===== config.mk =====
export PLATFORM = sky130hd
export DESIGN_NAME = axi_sram_slave
export DESIGN_NICKNAME = d
export VERILOG_FILES = /design/src/rtl/axi_sram_slave_pkg.sv /design/src/rtl/axi_sram_slave.sv
export SDC_FILE = /design/constraint.sdc
export NUM_CORES = 1
export LEC_CHECK = 0
export BUFFER_PORTS_ARGS = -buffer_cell sky130_fd_sc_hd__buf_2
export CORE_AREA = 4 4 107 109
export CTS_CLUSTER_SIZE = 8
export DETAILED_ROUTE_END_ITERATION = 10
export DIE_AREA = 0 0 111 113
export PLACE_DENSITY_LB_ADDON = 0.15
export SETUP_SLACK_MARGIN = 0.15
export SLEW_MARGIN = 25
export SYNTH_ARGS = -nofsm -noshare
export SYNTH_HDL_FRONTEND = slang
export SYNTH_SLANG_ARGS = --single-unit

===== constraint.sdc =====
create_clock -name ACLK -period 2.05 [get_ports ACLK]
set_input_delay 0.1025 -clock ACLK [delete_from_list [all_inputs] [get_ports ACLK]]
set_output_delay 0.1025 -clock ACLK [all_outputs]
set_load 0.02 [all_outputs]

===== src/rtl/axi_sram_slave_pkg.sv =====
// Shared types and constants for the AXI-to-SRAM responder.
// Holds the FSM state encoding, the fixed AXI field widths and the response code.
package axi_sram_slave_pkg;

    localparam int AXI_ID_W            = 8;
    localparam int AXI_ADDR_W          = 32;
    localparam int AXI_DATA_W          = 32;
    localparam int AXI_LEN_W           = 4;
    localparam int AXI_STRB_W          = AXI_DATA_W / 8;
    localparam int SRAM_ADDR_BITS_DEF  = 14;

    localparam logic [1:0] RESP_OKAY   = 2'b00;

    typedef enum logic [2:0] {
        IDLE,
        RADDR,
        RDATA,
        WDATA,
        WRESP
    } state_t;

endpackage


===== src/rtl/axi_sram_slave.sv =====
// AXI4 slave responder bridging one interconnect slave port to a single-port SRAM.
// One transaction at a time; the extended slave ID is echoed on R and B.
//
// state | meaning
// IDLE  | waiting for AW or AR (write wins a tie)
// RADDR | SRAM address presented for the current read beat
// RDATA | SRAM data returned on R, held until RREADY
// WDATA | accepting W beats, one SRAM write per handshake
// WRESP | B response pending
module axi_sram_slave
    import axi_sram_slave_pkg::*;
#(
    parameter int SRAM_ADDR_BITS = SRAM_ADDR_BITS_DEF
) (
    input  logic                      ACLK,
    input  logic                      ARESETn,

    input  logic [AXI_ID_W-1:0]       ARID_S,
    input  logic [AXI_ADDR_W-1:0]     ARADDR_S,
    input  logic [AXI_LEN_W-1:0]      ARLEN_S,
    input  logic [2:0]                ARSIZE_S,
    input  logic [1:0]                ARBURST_S,
    input  logic                      ARVALID_S,
    output logic                      ARREADY_S,

    output logic [AXI_ID_W-1:0]       RID_S,
    output logic [AXI_DATA_W-1:0]     RDATA_S,
    output logic [1:0]                RRESP_S,
    output logic                      RLAST_S,
    output logic                      RVALID_S,
    input  logic                      RREADY_S,

    input  logic [AXI_ID_W-1:0]       AWID_S,
    input  logic [AXI_ADDR_W-1:0]     AWADDR_S,
    input  logic [AXI_LEN_W-1:0]      AWLEN_S,
    input  logic [2:0]                AWSIZE_S,
    input  logic [1:0]                AWBURST_S,
    input  logic                      AWVALID_S,
    output logic                      AWREADY_S,

    input  logic [AXI_DATA_W-1:0]     WDATA_S,
    input  logic [AXI_STRB_W-1:0]     WSTRB_S,
    input  logic                      WLAST_S,
    input  logic                      WVALID_S,
    output logic                      WREADY_S,

    output logic [AXI_ID_W-1:0]       BID_S,
    output logic [1:0]                BRESP_S,
    output logic                      BVALID_S,
    input  logic                      BREADY_S,

    output logic                      SRAM_CS,
    output logic                      SRAM_OE,
    output logic [AXI_STRB_W-1:0]     SRAM_WEB,
    output logic [SRAM_ADDR_BITS-1:0] SRAM_A,
    output logic [AXI_DATA_W-1:0]     SRAM_DI,
    input  logic [AXI_DATA_W-1:0]     SRAM_DO
);

    state_t                    state_q, state_d;
    logic [AXI_ID_W-1:0]       id_q;
    logic [SRAM_ADDR_BITS-1:0] addr_q;
    logic [AXI_LEN_W-1:0]      len_q;
    logic [AXI_LEN_W-1:0]      cnt_q;

    logic aw_hs, ar_hs, r_hs, w_hs, b_hs;
    logic reading;

    // SIZE/BURST are fixed to word INCR; upper address bits were decoded upstream.
    logic unused_inputs;
    assign unused_inputs = ^{ARSIZE_S, ARBURST_S, AWSIZE_S, AWBURST_S,
                             ARADDR_S[AXI_ADDR_W-1:SRAM_ADDR_BITS+2], ARADDR_S[1:0],
                             AWADDR_S[AXI_ADDR_W-1:SRAM_ADDR_BITS+2], AWADDR_S[1:0]};

    always_comb begin
        AWREADY_S = (state_q == IDLE);
        ARREADY_S = (state_q == IDLE) && !AWVALID_S;
        RVALID_S  = (state_q == RDATA);
        RLAST_S   = (state_q == RDATA) && (cnt_q == len_q);
        WREADY_S  = (state_q == WDATA);
        BVALID_S  = (state_q == WRESP);

        aw_hs     = AWVALID_S && AWREADY_S;
        ar_hs     = ARVALID_S && ARREADY_S;
        r_hs      = RVALID_S && RREADY_S;
        w_hs      = WVALID_S && WREADY_S;
        b_hs      = BVALID_S && BREADY_S;

        RID_S     = id_q;
        RDATA_S   = SRAM_DO;
        RRESP_S   = RESP_OKAY;
        BID_S     = id_q;
        BRESP_S   = RESP_OKAY;

        // Address is held through RDATA so the SRAM keeps re-reading the same word under backpressure.
        reading   = (state_q == RADDR) || (state_q == RDATA);
        SRAM_CS   = reading || w_hs;
        SRAM_OE   = reading;
        SRAM_WEB  = w_hs ? ~WSTRB_S : '1;
        SRAM_A    = addr_q;
        SRAM_DI   = w_hs ? WDATA_S : '0;
    end

    always_comb begin
        state_d = state_q;
        unique case (state_q)
            IDLE: begin
                if (aw_hs)      state_d = WDATA;
                else if (ar_hs) state_d = RADDR;
            end
            RADDR:              state_d = RDATA;
            RDATA: begin
                if (r_hs)       state_d = RLAST_S ? IDLE : RADDR;
            end
            WDATA: begin
                if (w_hs && WLAST_S) state_d = WRESP;
            end
            WRESP: begin
                if (b_hs)       state_d = IDLE;
            end
            default:            state_d = IDLE;
        endcase
    end

    always_ff @(posedge ACLK or negedge ARESETn) begin
        if (!ARESETn) begin
            state_q <= IDLE;
            id_q    <= '0;
            addr_q  <= '0;
            len_q   <= '0;
            cnt_q   <= '0;
        end else begin
            state_q <= state_d;
            if (state_q == IDLE) begin
                if (aw_hs) begin
                    id_q   <= AWID_S;
                    addr_q <= AWADDR_S[SRAM_ADDR_BITS+1:2];
                    len_q  <= AWLEN_S;
                    cnt_q  <= '0;
                end else if (ar_hs) begin
                    id_q   <= ARID_S;
                    addr_q <= ARADDR_S[SRAM_ADDR_BITS+1:2];
                    len_q  <= ARLEN_S;
                    cnt_q  <= '0;
                end
            end
            if (r_hs && !RLAST_S) begin
                addr_q <= addr_q + SRAM_ADDR_BITS'(1);
                cnt_q  <= cnt_q + AXI_LEN_W'(1);
            end
            if (w_hs) begin
                addr_q <= addr_q + SRAM_ADDR_BITS'(1);
            end
        end
    end

endmodule

==> parameters.txt <==
Parameter                              Value

Status
  Result of the run ... complete, no violations

Global routing
  Number of global-route vias before repair ... 2,982
  Pin count of the biggest net entering global routing ... 34
  GR Overflow Total ... 0
  Number of antenna violations at the first check in global routing ... 0
  Total track usage ... 0.151
  First-pass GRT wire length ... 15,500 um

Pwr
  Areal power density over the cells ... 1330 mW/mm^2
  Lkg Pwr ... 0.00190 uW
  IR drop worst, VDD ... 0.602 mV
  Power, Total ... 4960 uW

Clock tree
  Buffer cell driving the clock tree root ... sky130_fd_sc_hd__clkbuf_8
  Clock transition at the registers of the reported paths ... 70 ps
  H-tree levels ... 2
  Deepest clock path buffer count ... 2
  Clock network latency to the later pin of the worst-skew pair ... 290 ps
  CTS tree ... done
  Number of CTS-inserted buffers ... 5
  Clock sinks ... 33

Run
  Number of maximum-capacitance violations ... 0

Yosys
  Post-synthesis async set-or-reset flop share ... 1.00
  Portion of the post-synthesis area used by sequential elements ... 0.291
  Distinct cell type count after synthesis ... 60
  Most frequent cells after synthesis ... sky130_fd_sc_hd__buf_4 (49), sky130_fd_sc_hd__nand2_1 (45), sky130_fd_sc_hd__and2_1 (38), sky130_fd_sc_hd__dfrtp_1 (33), sky130_fd_sc_hd__o22ai_1 (22)
  Mapped Area ... 0.00284 mm^2
  Yosys warning count ... 0
  Number of enable flip-flop cells after synthesis ... 0
  Most used standard cell by instance count after synthesis ... sky130_fd_sc_hd__buf_4
  Dominant synthesized flop cell ... sky130_fd_sc_hd__dfrtp_1
  Synth Instances ... 346
  Register bit total from synthesis ... 33
  Synthesized area divided by synthesized cell count ... 8.21 um^2
  Biggest area contributors in the synthesized netlist ... sky130_fd_sc_hd__dfrtp_1 (29%), sky130_fd_sc_hd__buf_4 (13%), sky130_fd_sc_hd__and2_1 (8.4%), sky130_fd_sc_hd__nand2_1 (5.9%), sky130_fd_sc_hd__o22ai_1 (4.8%)
  Leading area contributor after synthesis ... sky130_fd_sc_hd__dfrtp_1
  Share of Yosys cell area claimed by the top area cell type ... 0.291

Setup path
  Reg2Reg Capture Point ... SRAM_A[0]$_DFFE_PN0P_
  Peak fanout along the critical path ... 5
  Startpoint of the worst-slack reg-to-reg timing path ... len_q[2]$_DFFE_PN0P_
  Worst-path cell chain ... xor2_1 -> o41a_1 -> buf_4 -> nor4_1 -> a211oi_2
  Worst reg2reg path depth ... 5
  Internal reg-to-reg setup slack ... 210 ps
  Slowest-stage cell, CP ... sky130_fd_sc_hd__o41a_1
  WS Path Type ... register to register
  Required time at the worst-slack endpoint ... 2210 ps
  Critical Path Sink Type ... register
  Cell family with the largest share of critical-path delay ... compound AO/OA/AOI/OAI gates
  CP startpoint kind ... register
  Critical path's largest stage delay ... 550 ps
  Crit path DAT ... 2000 ps
  Worst path bufs/invs ... 1

Drt
  Detailed-route vias per instance ... 4.81
  DRC violations left ... 0
  DR pass1 iterations ... 6
  Number of nets with antenna violations after detailed routing ... 0
  Routed vias ... 3,010
  First-iteration detailed-routing DRC count ... 151
  Wirelength per Cell ... 15.7 um
  Wirelength, routed ... 9820 um

Finish
  Area occupied by registers ... 826 um^2
  Share of cells above drive strength 1 ... 0.455
  Area of the multi-input gates ... 0.00152 mm^2
  Final design area excluding fillers ... 0.00372 mm^2
  # fillers ... 1,154
  Antenna fix cells ... 0
  Nets ... 663
  Synthesis-to-finish area growth ... 31.0%

Floorplan
  Die outline width ... 111 um
  Number of rows created at floorplan ... 38
  Initial Util ... 0.268
  Die area ... 0.0125 mm^2
  Die height ... 113 um
  Placeable Area ... 0.0106 mm^2
  I/O pin count ... 284

Hold path
  Endpoint of the worst hold-timing path ... state_q[2]$_DFFE_PN0P_
  Hold WC Path Type ... input port to register
  Worst hold path startpoint ... WLAST_S
  Worst hold path cell count ... 2

Timing
  Setup repair after global routing missed its margin ... true
  Total negative slack for setup checks ... 0 ps
  Final count of pins violating max slew ... 0
  Time the final worst path needs with I/O delays and setup ... 1840 ps
  Portion of the clock cycle consumed by the worst path in the final layout ... 0.897
  Number of setup violations in the final report ... 0
  Setup Skew ... 7.67 ps
  Final count of hold timing violations ... 0
  Maximum clock rate ... 544 MHz
  Worst hold slack after final layout ... 81.3 ps
  Measured slew at the worst slew-check pin ... 820 ps
  Max transition margin ... 0.453

Placement
  Number of buffer cells added on primary ports ... 169
  Cell area reported after detailed placement ... 0.00359 mm^2
  Detailed Place HPWL ... 7690 um
  Final weighted congestion in routability-driven placement ... 0.800
[through the flow]
| step | setup WS (ps) | std cells | util |
|---|---|---|---|
| 2_1_floorplan | 267 | 349 | - |
| 3_3_place_gp | 154 | 615 | 0.338 |
| 3_5_place_dp | 144 | 615 | 0.338 |
| 4_1_cts | 158 | 625 | 0.349 |
| 5_1_grt | 110 | 626 | 0.351 |
| 6_report | 211 | 626 | 0.351 |
[kinds of logic (layout without fill, tap and decap cells)]
group                    count (synthesis)  count (layout)  synth area share
XOR/XNOR                                 6               6            0.0185
AO/OA/AOI/OAI                           89              89             0.219
multiplexers                             6               6            0.0255
flip-flops                              33              33             0.291
AND/OR/NAND/NOR                        133             133             0.256
adder cells (fa/ha/maj)                  2               2           0.00881
other                                    1               4           0.00132
buffers and inverters                   76             213             0.180
[area by class of cell]
| class | count | share of cell area |
|---|---|---|
| repair buffers | 200 | 0.295 |
| clock buffers | 5 | 0.0185 |
| well taps | 140 | 0.0471 |
| flip-flops and latches | 33 | 0.222 |
| inverters | 7 | 0.00840 |
| multi-input cells | 240 | 0.408 |
| clock inverters | 1 | 0.00134 |
[layer usage]
metal | wire length, um | part of all wire | vias up | global-route usage
met5 | 0 | 0 | - | 0
met4 | 114 | 0.012 | 0 | 0.0402
met3 | 633 | 0.064 | 12 | 0.0305
met2 | 5030 | 0.51 | 117 | 0.269
met1 | 4040 | 0.41 | 1411 | 0.187
li1 | - | - | 1470 | -
[sequential cells by signal, indices dropped and copies added, names as in the netlist]
name     cells
BID_S        8
SRAM_A      14
cnt_q        4
len_q        4
state_q      3
[worst max-delay path by stage]
| stage | start | endpoint | slack (ps) | cells past startpoint |
|---|---|---|---|---|
| finish | len_q[2]$_DFFE_PN0P_ | SRAM_A[0]$_DFFE_PN0P_ | 210 | 5 |
| global route | SRAM_A[7]$_DFFE_PN0P_ | SRAM_A[13]$_DFFE_PN0P_ | 110 | 4 |
| CTS | state_q[2]$_DFFE_PN0P_ | SRAM_DI[13] | 160 | 5 |
| detailed placement | cnt_q[1]$_DFFE_PN0P_ | SRAM_A[1]$_DFFE_PN0P_ | 140 | 4 |
| global placement | cnt_q[1]$_DFFE_PN0P_ | SRAM_A[1]$_DFFE_PN0P_ | 150 | 4 |
| floorplan | state_q[2]$_DFFE_PN0P_ | SRAM_A[9]$_DFFE_PN0P_ | 270 | 5 |
[layout by cell type, fill, tap and decap left out, types with 2 or more instances in the layout]
cell type                  count
sky130_fd_sc_hd__a211o_1       3
sky130_fd_sc_hd__a211oi_1      3
sky130_fd_sc_hd__a21boi_0      2
sky130_fd_sc_hd__a21oi_1      12
sky130_fd_sc_hd__a31oi_1       4
sky130_fd_sc_hd__a32oi_1       6
sky130_fd_sc_hd__and2_1       38
sky130_fd_sc_hd__and3_1        2
sky130_fd_sc_hd__buf_2       169
sky130_fd_sc_hd__buf_4        28
sky130_fd_sc_hd__clkbuf_8      5
sky130_fd_sc_hd__conb_1        4
sky130_fd_sc_hd__dfrtp_1      33
sky130_fd_sc_hd__ha_1          2
sky130_fd_sc_hd__inv_1         6
sky130_fd_sc_hd__mux2_2        2
sky130_fd_sc_hd__mux2_4        2
sky130_fd_sc_hd__mux2i_1       2
sky130_fd_sc_hd__nand2_1      44
sky130_fd_sc_hd__nand3_1      15
sky130_fd_sc_hd__nand3b_1      2
sky130_fd_sc_hd__nor2_1        5
sky130_fd_sc_hd__nor2b_1       2
sky130_fd_sc_hd__nor3_1        3
sky130_fd_sc_hd__nor3b_1       3
sky130_fd_sc_hd__nor4_1        4
sky130_fd_sc_hd__o211ai_1      5
sky130_fd_sc_hd__o21ai_0      17
sky130_fd_sc_hd__o22ai_1      22
sky130_fd_sc_hd__o31a_1        2
sky130_fd_sc_hd__or2_2         2
sky130_fd_sc_hd__xor2_1        5
[report_power, final]
| part | switching [uW] | total (uW) | leakage, uW | internal (uW) |
|---|---|---|---|---|
| Clock | 247 | 471 | 0.0000399 | 224 |
| Sequential | 303 | 1260 | 0.000408 | 955 |
| Combinational | 1930 | 3230 | 0.00145 | 1300 |
[what timing repair did]
action	4_1_cts	5_1_grt
buffers inserted	3	1
gates resized for setup	2	5
pin swaps	1	2
gates cloned	0	0
hold buffers	1	0
endpoints found under the hold margin	33	0
endpoints found under the setup margin	38	36
No activity file was read; power rests on OpenSTA's default activity.
